File: src/rtl/adder_result_fifo.sv
`timescale 1ns/1ps
`default_nettype none
// ============================================================================
// Module      : adder_result_fifo
// Description : Credit-based result buffer that sits after a fixed-latency,
//               registered 64-bit adder pipeline. A valid delay line follows
//               each accepted operand pair through the pipeline. The matching
//               {cout,sum} is captured into a DEPTH-entry FIFO and drained
//               through a valid/ready port. Upstream issue is throttled by
//               credits, so a result can never arrive at a full FIFO.
// Options     : ADDRES_STALL_CNT_EN - adds a saturating 16-bit stall_cnt
//               output that counts cycles with issue_valid=1, issue_ready=0.
// Revision    : 1.0 - initial release
// ============================================================================
module adder_result_fifo #(
    parameter int WIDTH   = 64,
    parameter int LATENCY = 4,
    parameter int DEPTH   = 8
) (
    input  logic                   clk,
    input  logic                   rst,
    input  logic                   issue_valid,
    output logic                   issue_ready,
    input  logic [WIDTH-1:0]       res_sum,
    input  logic                   res_cout,
    output logic                   out_valid,
    input  logic                   out_ready,
    output logic [WIDTH-1:0]       out_sum,
    output logic                   out_cout,
`ifdef ADDRES_STALL_CNT_EN
    output logic [15:0]            stall_cnt,
`endif
    output logic [$clog2(DEPTH):0] count
);

    // ------------------------------------------------------------------------
    // Derived constants
    // ------------------------------------------------------------------------
    // Pointer width, and occupancy/credit width (one extra bit to hold DEPTH).
    localparam int              c_AW    = $clog2(DEPTH);
    localparam int              c_CW    = c_AW + 1;
    localparam logic [c_CW-1:0] c_DEPTH = c_CW'(DEPTH);

    // ------------------------------------------------------------------------
    // State
    // ------------------------------------------------------------------------
    // One bit per pipeline stage: bit k set means the operand pair accepted
    // k+1 cycles ago is still travelling through the adder.
    logic [LATENCY-1:0] r_vld_sr;

    // FIFO storage holds {cout, sum}. It is deliberately not reset; the
    // pointers and count alone decide which entries are meaningful.
    logic [WIDTH:0]     r_mem [DEPTH];
    logic [c_AW-1:0]    r_wr_ptr;
    logic [c_AW-1:0]    r_rd_ptr;
    logic [c_CW-1:0]    r_count;

    // Credits consumed: results issued but not yet popped, whether they are
    // still in the pipeline or already stored. Ranges 0..DEPTH.
    logic [c_CW-1:0]    r_used;

    // ------------------------------------------------------------------------
    // Handshake decode
    // ------------------------------------------------------------------------
    logic               w_accept;
    logic               w_write;
    logic               w_pop;
    logic [WIDTH:0]     w_head;

    // Credit check looks only at a register, so issue_ready has no
    // combinational path from any input.
    assign issue_ready = (r_used < c_DEPTH);
    assign w_accept    = issue_valid & issue_ready;

    // The oldest tap lines up with the cycle in which res_* carries the result.
    assign w_write     = r_vld_sr[LATENCY-1];

    assign out_valid   = (r_count != '0);
    assign w_pop       = out_valid & out_ready;

    // Head read is combinational; a value written this cycle only becomes
    // visible once count has been updated, so there is no write-to-read bypass.
    assign w_head      = r_mem[r_rd_ptr];
    assign out_sum     = out_valid ? w_head[WIDTH-1:0] : '0;
    assign out_cout    = out_valid & w_head[WIDTH];

    assign count       = r_count;

    // ------------------------------------------------------------------------
    // In-flight delay line
    // ------------------------------------------------------------------------
    generate
        if (LATENCY == 1) begin : g_vld_sr_single
            // Single-stage pipeline: the tap is just the registered accept.
            always_ff @(posedge clk or posedge rst) begin
                if (rst) begin
                    r_vld_sr <= '0;
                end else begin
                    r_vld_sr <= w_accept;
                end
            end
        end else begin : g_vld_sr_multi
            // Shift every cycle; a new accept enters at bit 0.
            always_ff @(posedge clk or posedge rst) begin
                if (rst) begin
                    r_vld_sr <= '0;
                end else begin
                    r_vld_sr <= {r_vld_sr[LATENCY-2:0], w_accept};
                end
            end
        end
    endgenerate

    // ------------------------------------------------------------------------
    // FIFO storage and pointers
    // ------------------------------------------------------------------------
    // Capture the emerging adder result. Credits guarantee a free slot, so
    // the write is unconditional on occupancy.
    always_ff @(posedge clk) begin
        if (w_write) begin
            r_mem[r_wr_ptr] <= {res_cout, res_sum};
        end
    end

    // Write pointer advances on each captured result, wrapping modulo DEPTH.
    always_ff @(posedge clk or posedge rst) begin
        if (rst) begin
            r_wr_ptr <= '0;
        end else if (w_write) begin
            r_wr_ptr <= r_wr_ptr + c_AW'(1);
        end
    end

    // Read pointer advances on each pop, wrapping modulo DEPTH.
    always_ff @(posedge clk or posedge rst) begin
        if (rst) begin
            r_rd_ptr <= '0;
        end else if (w_pop) begin
            r_rd_ptr <= r_rd_ptr + c_AW'(1);
        end
    end

    // Occupancy: a write and pop in the same cycle cancel out, even at count=1.
    always_ff @(posedge clk or posedge rst) begin
        if (rst) begin
            r_count <= '0;
        end else begin
            unique case ({w_write, w_pop})
                2'b10:   r_count <= r_count + c_CW'(1);
                2'b01:   r_count <= r_count - c_CW'(1);
                default: r_count <= r_count;
            endcase
        end
    end

    // ------------------------------------------------------------------------
    // Credit accounting
    // ------------------------------------------------------------------------
    // A credit is taken on accept and returned on pop; the returned credit
    // shows up on issue_ready one cycle after the pop.
    always_ff @(posedge clk or posedge rst) begin
        if (rst) begin
            r_used <= '0;
        end else begin
            unique case ({w_accept, w_pop})
                2'b10:   r_used <= r_used + c_CW'(1);
                2'b01:   r_used <= r_used - c_CW'(1);
                default: r_used <= r_used;
            endcase
        end
    end

    // ------------------------------------------------------------------------
    // Optional stall statistics
    // ------------------------------------------------------------------------
`ifdef ADDRES_STALL_CNT_EN
    logic [15:0] r_stall_cnt;
    logic        w_stall;

    assign w_stall   = issue_valid & ~issue_ready;
    assign stall_cnt = r_stall_cnt;

    // Count upstream cycles refused for lack of credit, saturating at all-ones.
    always_ff @(posedge clk or posedge rst) begin
        if (rst) begin
            r_stall_cnt <= '0;
        end else if (w_stall && (r_stall_cnt != 16'hFFFF)) begin
            r_stall_cnt <= r_stall_cnt + 16'd1;
        end
    end
`endif

endmodule
`default_nettype wire

File: config.mk
export PLATFORM = sky130hd
export DESIGN_NAME = adder_result_fifo
export DESIGN_NICKNAME = d
export VERILOG_FILES = /design/src/rtl/adder_result_fifo.sv
export SDC_FILE = /design/constraint.sdc
export NUM_CORES = 1
export LEC_CHECK = 0
export ABC_AREA = 1
export BUFFER_PORTS_ARGS = -buffer_cell sky130_fd_sc_hd__clkbuf_2
export CORE_MARGIN = 2
export CORE_UTILIZATION = 45
export CTS_CLUSTER_DIAMETER = 80
export DETAILED_ROUTE_END_ITERATION = 10
export GPL_ROUTABILITY_DRIVEN = 0
export GPL_TIMING_DRIVEN = 0
export HOLD_SLACK_MARGIN = 0.08
export PLACE_DENSITY = 0.7
export SLEW_MARGIN = 5
export SYNTH_ARGS = -nofsm -noshare
export SYNTH_HDL_FRONTEND = slang
export SYNTH_SLANG_ARGS = --single-unit
export TNS_END_PERCENT = 1
File: constraint.sdc
create_clock -name clk -period 3.62 [get_ports clk]
set_input_delay 0.362 -clock clk [delete_from_list [all_inputs] [get_ports clk]]
set_output_delay 0.362 -clock clk [all_outputs]
set_load 0.005 [all_outputs]
==> impl_metrics.env <==
export IMPL_rsz0062_at_grt="no"
export IMPL_crit_family="buffers and inverters"
export IMPL_critPathKind="reg2out"
export IMPL_hold_viol=0
export IMPL_drc_errors=0
export IMPL_clkTransAtPathRegs_ns=0.06
export IMPL_p_per_area_nw_per_um2=825
export IMPL_die_x_um=222
export IMPL_grt_util_all_layers=0.212
export IMPL_finalCriticalPeriod_ns=3.11
export IMPL_clock_sinks=538
export IMPL_clk_path_buf_depth=3
export IMPL_max_slew_margin_rel=0.494
export IMPL_finalCritPeriodShare=0.859
export IMPL_power_leakage_nw=8.98
export IMPL_start_util=0.457
export IMPL_drt_antenna_violating_nets=0
export IMPL_cts_setup_buffers=0
export IMPL_htree_num_levels=2
export IMPL_tightest_slew_ns=0.758
export IMPL_drive_gt1_frac=0.149
export IMPL_via_per_inst=5.54
export IMPL_p_total_mw=21.0
export IMPL_reg2reg_to="r_used[2]"
export IMPL_ir_drop_uv=422
export IMPL_cpMostUsedCell="nor2_1"
export IMPL_skew_ns=0.0109
export IMPL_path_buf_inv=4
export IMPL_maxCapViolCount=0
export IMPL_mappedNetlistNets=1738
export IMPL_status="finished, final reports clean"
export IMPL_startpoint="r_rd_ptr[0]"
export IMPL_routed_wl_um=52900
export IMPL_cp_required_ns=3.26
export IMPL_final_util=0.545
export IMPL_core_rowCount=79
export IMPL_grt_pass1_vias=14200
export IMPL_first_pass_iters=6
export IMPL_cts_root_buf="clkbuf_16"
export IMPL_ff2ff_path_depth=12
export IMPL_slowest_delay_ns=0.49
export IMPL_cts_tree="yes"
export IMPL_avgSynthCellArea_um2=12.9
export IMPL_place_hpwl_um=34000
export IMPL_numCtsBuffers=52
export IMPL_clk_latency_ns=0.59
export IMPL_io_pins=140
export IMPL_ys_types=26
export IMPL_crit_path_max_fanout=10
export IMPL_endpoint="out_sum[2]"
export IMPL_grt_overflow=0
export IMPL_critPathArrivalTime_ns=2.75
export IMPL_crit_chain="buf_6 > inv_2 > clkbuf_1 > o21ai_0 > o22ai_1 > nor2_1 > nor2_1 > clkbuf_2"
export IMPL_die_y_um=222
export IMPL_endpoint_kind="output pin"
export IMPL_finalSetupViolCount=0
export IMPL_ys_seq_area_frac=0.752
export IMPL_io_buffers=139
export IMPL_drtIter0Drc=1360
export IMPL_ff2ff_setup_slack_ns=1.27
export IMPL_seq_area_um2=16100
export IMPL_synth_ff_latch_count=538
export IMPL_hold_path_class="in2reg"
export IMPL_grt_pass1_wl_um=80600
export IMPL_fmax_mhz=322
export IMPL_antenna_found_initial=3
export IMPL_multi_input_area_um2=4660
export IMPL_fin_ws_ns=0.510
export IMPL_syn_instance_count=1661
export IMPL_coreArea_um2=46800
export IMPL_wire_per_inst_um=20.5
export IMPL_grt_max_degree=29
export IMPL_vias=14300
export IMPL_syn_area_um2=21400
export IMPL_startpoint_type="flop"
export IMPL_synth_warnings=0
export IMPL_cp_num_cells=8
export IMPL_area_growth_pct=19.3
export IMPL_critPathSlowestCell="clkbuf_1"
export IMPL_timing_rr_start="count[0]"
export IMPL_detailedPlace_worstSlack_ns=1.11
export IMPL_fillers=3763
export IMPL_die_area_um2=49200
export IMPL_finalMaxSlewViolations=0
export IMPL_nNetsFinal=2009
[where the power goes]
part | switching (mW) | total, mW | internal [mW]
clock | 2.20 | 5.25 | 3.05
combinational | 5.30 | 7.96 | 2.67
sequential | 0.202 | 7.81 | 7.61
[worst register-to-register path: cells and delay by family (launching register included)]
family	cells	cell delay, ns
AOI/OAI and AO/OA	2	0.18
adders and majority gates	2	0.45
DFF	1	0.43
buffers and inverters	2	0.19
and+or+nand+nor	6	1.03
[stage by stage]
stage                     hold WS, ns  setup TNS [ns]  cell area, um2  cells
after global routing            0.101               0           25500   2578
final                           0.107               0           25500   2578
after floorplan                 0.301         -124.28           21400   1661
after detailed placement        0.346               0           23200   2424
after global placement          0.336        -1303.49           22800   2407
after CTS                      0.0823               0           25500   2577
[area by class of cell]
| type | instances | area share |
|---|---|---|
| flip-flops and latches | 538 | 0.630 |
| multi-input cells | 994 | 0.183 |
| repair buffers | 217 | 0.0652 |
| clock buffers | 70 | 0.0549 |
| well taps | 607 | 0.0298 |
| plain buffers | 108 | 0.0243 |
| clock inverters | 22 | 0.00908 |
| inverters | 21 | 0.00309 |
| diodes | 1 | 0.0000982 |
[registers in the layout (all words and copies together) (netlist names)]
signal    flops
count         4
r_wr_ptr      3
r_used        4
r_vld_sr      4
r_mem       520
r_rd_ptr      3
[Yosys cell counts]
library cell	number	share of area
buf_1	10	0.0018
edfxtp_1	520	0.73
buf_12	1	0.00094
o22ai_1	65	0.019
clkbuf_2	5	0.0012
nand2_1	101	0.018
nand3_1	7	0.0016
dfrtp_1	18	0.021
o211ai_1	65	0.023
inv_2	2	0.00035
inv_1	19	0.0033
o21ai_1	43	0.010
nor2_1	469	0.082
a31oi_1	1	0.00029
or2_2	2	0.00059
o21ai_0	222	0.052
ha_1	8	0.0047
buf_8	3	0.0021
xnor2_1	5	0.0020
buf_4	19	0.0067
clkbuf_1	41	0.0072
buf_6	8	0.0042
xor2_1	3	0.0012
buf_2	21	0.0049
nand3b_1	1	0.00035
a21oi_1	2	0.00047
[repair_timing]
item	CTS	global route
resized for setup	0	0
hold buffers	61	0
hold endpoints to repair	462	0
[cells by family (layout without fill, tap and decap cells)]
family	Yosys count	after routing	share of synthesized area
DFF	538	538	0.752
other	0	1	0
and+or+nand+nor	580	580	0.103
xor gates and xnor gates	8	8	0.00328
buffers and inverters	129	438	0.0327
adders and majority gates	8	8	0.00469
AOI/OAI and AO/OA	398	398	0.105
[worst min path at each step]
| stage | start | endpoint | slack (ns) | cells after the start |
|---|---|---|---|---|
| 5_1_grt | res_sum[23] | r_mem[1][23] | 0.10 | 1 |
| 4_1_cts | res_sum[24] | r_mem[0][24] | 0.08 | 1 |
| 3_3_place_gp | r_vld_sr[0] | r_vld_sr[1] | 0.34 | 0 |
| 2_1_floorplan | rst | count[0] | 0.30 | 1 |
| 6_report | res_sum[20] | r_mem[6][20] | 0.11 | 1 |
| 3_5_place_dp | r_vld_sr[0] | r_vld_sr[1] | 0.35 | 0 |
[cells in the final DEF (no fill, tap or decap), types with 2 or more instances in the layout]
cell,synthesis,layout
buf_16,0,2
nor2_1,469,461
inv_1,19,19
xor2_1,3,3
clkbuf_1,41,57
clkinv_1,0,7
edfxtp_1,520,520
a21oi_1,2,2
clkbuf_16,0,53
clkinvlp_4,0,2
nand3_1,7,7
clkbuf_2,5,144
buf_12,1,16
dlygate4sd3_1,0,61
nand2_1,101,101
buf_8,3,3
buf_2,21,21
ha_1,8,8
dfrtp_1,18,18
buf_4,19,19
bufinv_16,0,5
xnor2_1,5,5
or2_2,2,2
nor2_4,0,8
inv_2,2,2
o211ai_1,65,65
buf_6,8,8
o22ai_1,65,65
clkinv_2,0,8
o21ai_0,222,222
buf_1,10,10
o21ai_1,43,43
[metal layers]
metal	track usage	part of all wire	vias up
met5	0	0.00055	-
met4	0.0769	0.029	4
met3	0.0379	0.070	113
met2	0.349	0.48	592
met1	0.285	0.42	7025
li1	-	-	6551
Note: power is estimated with default switching activity, not from simulation.
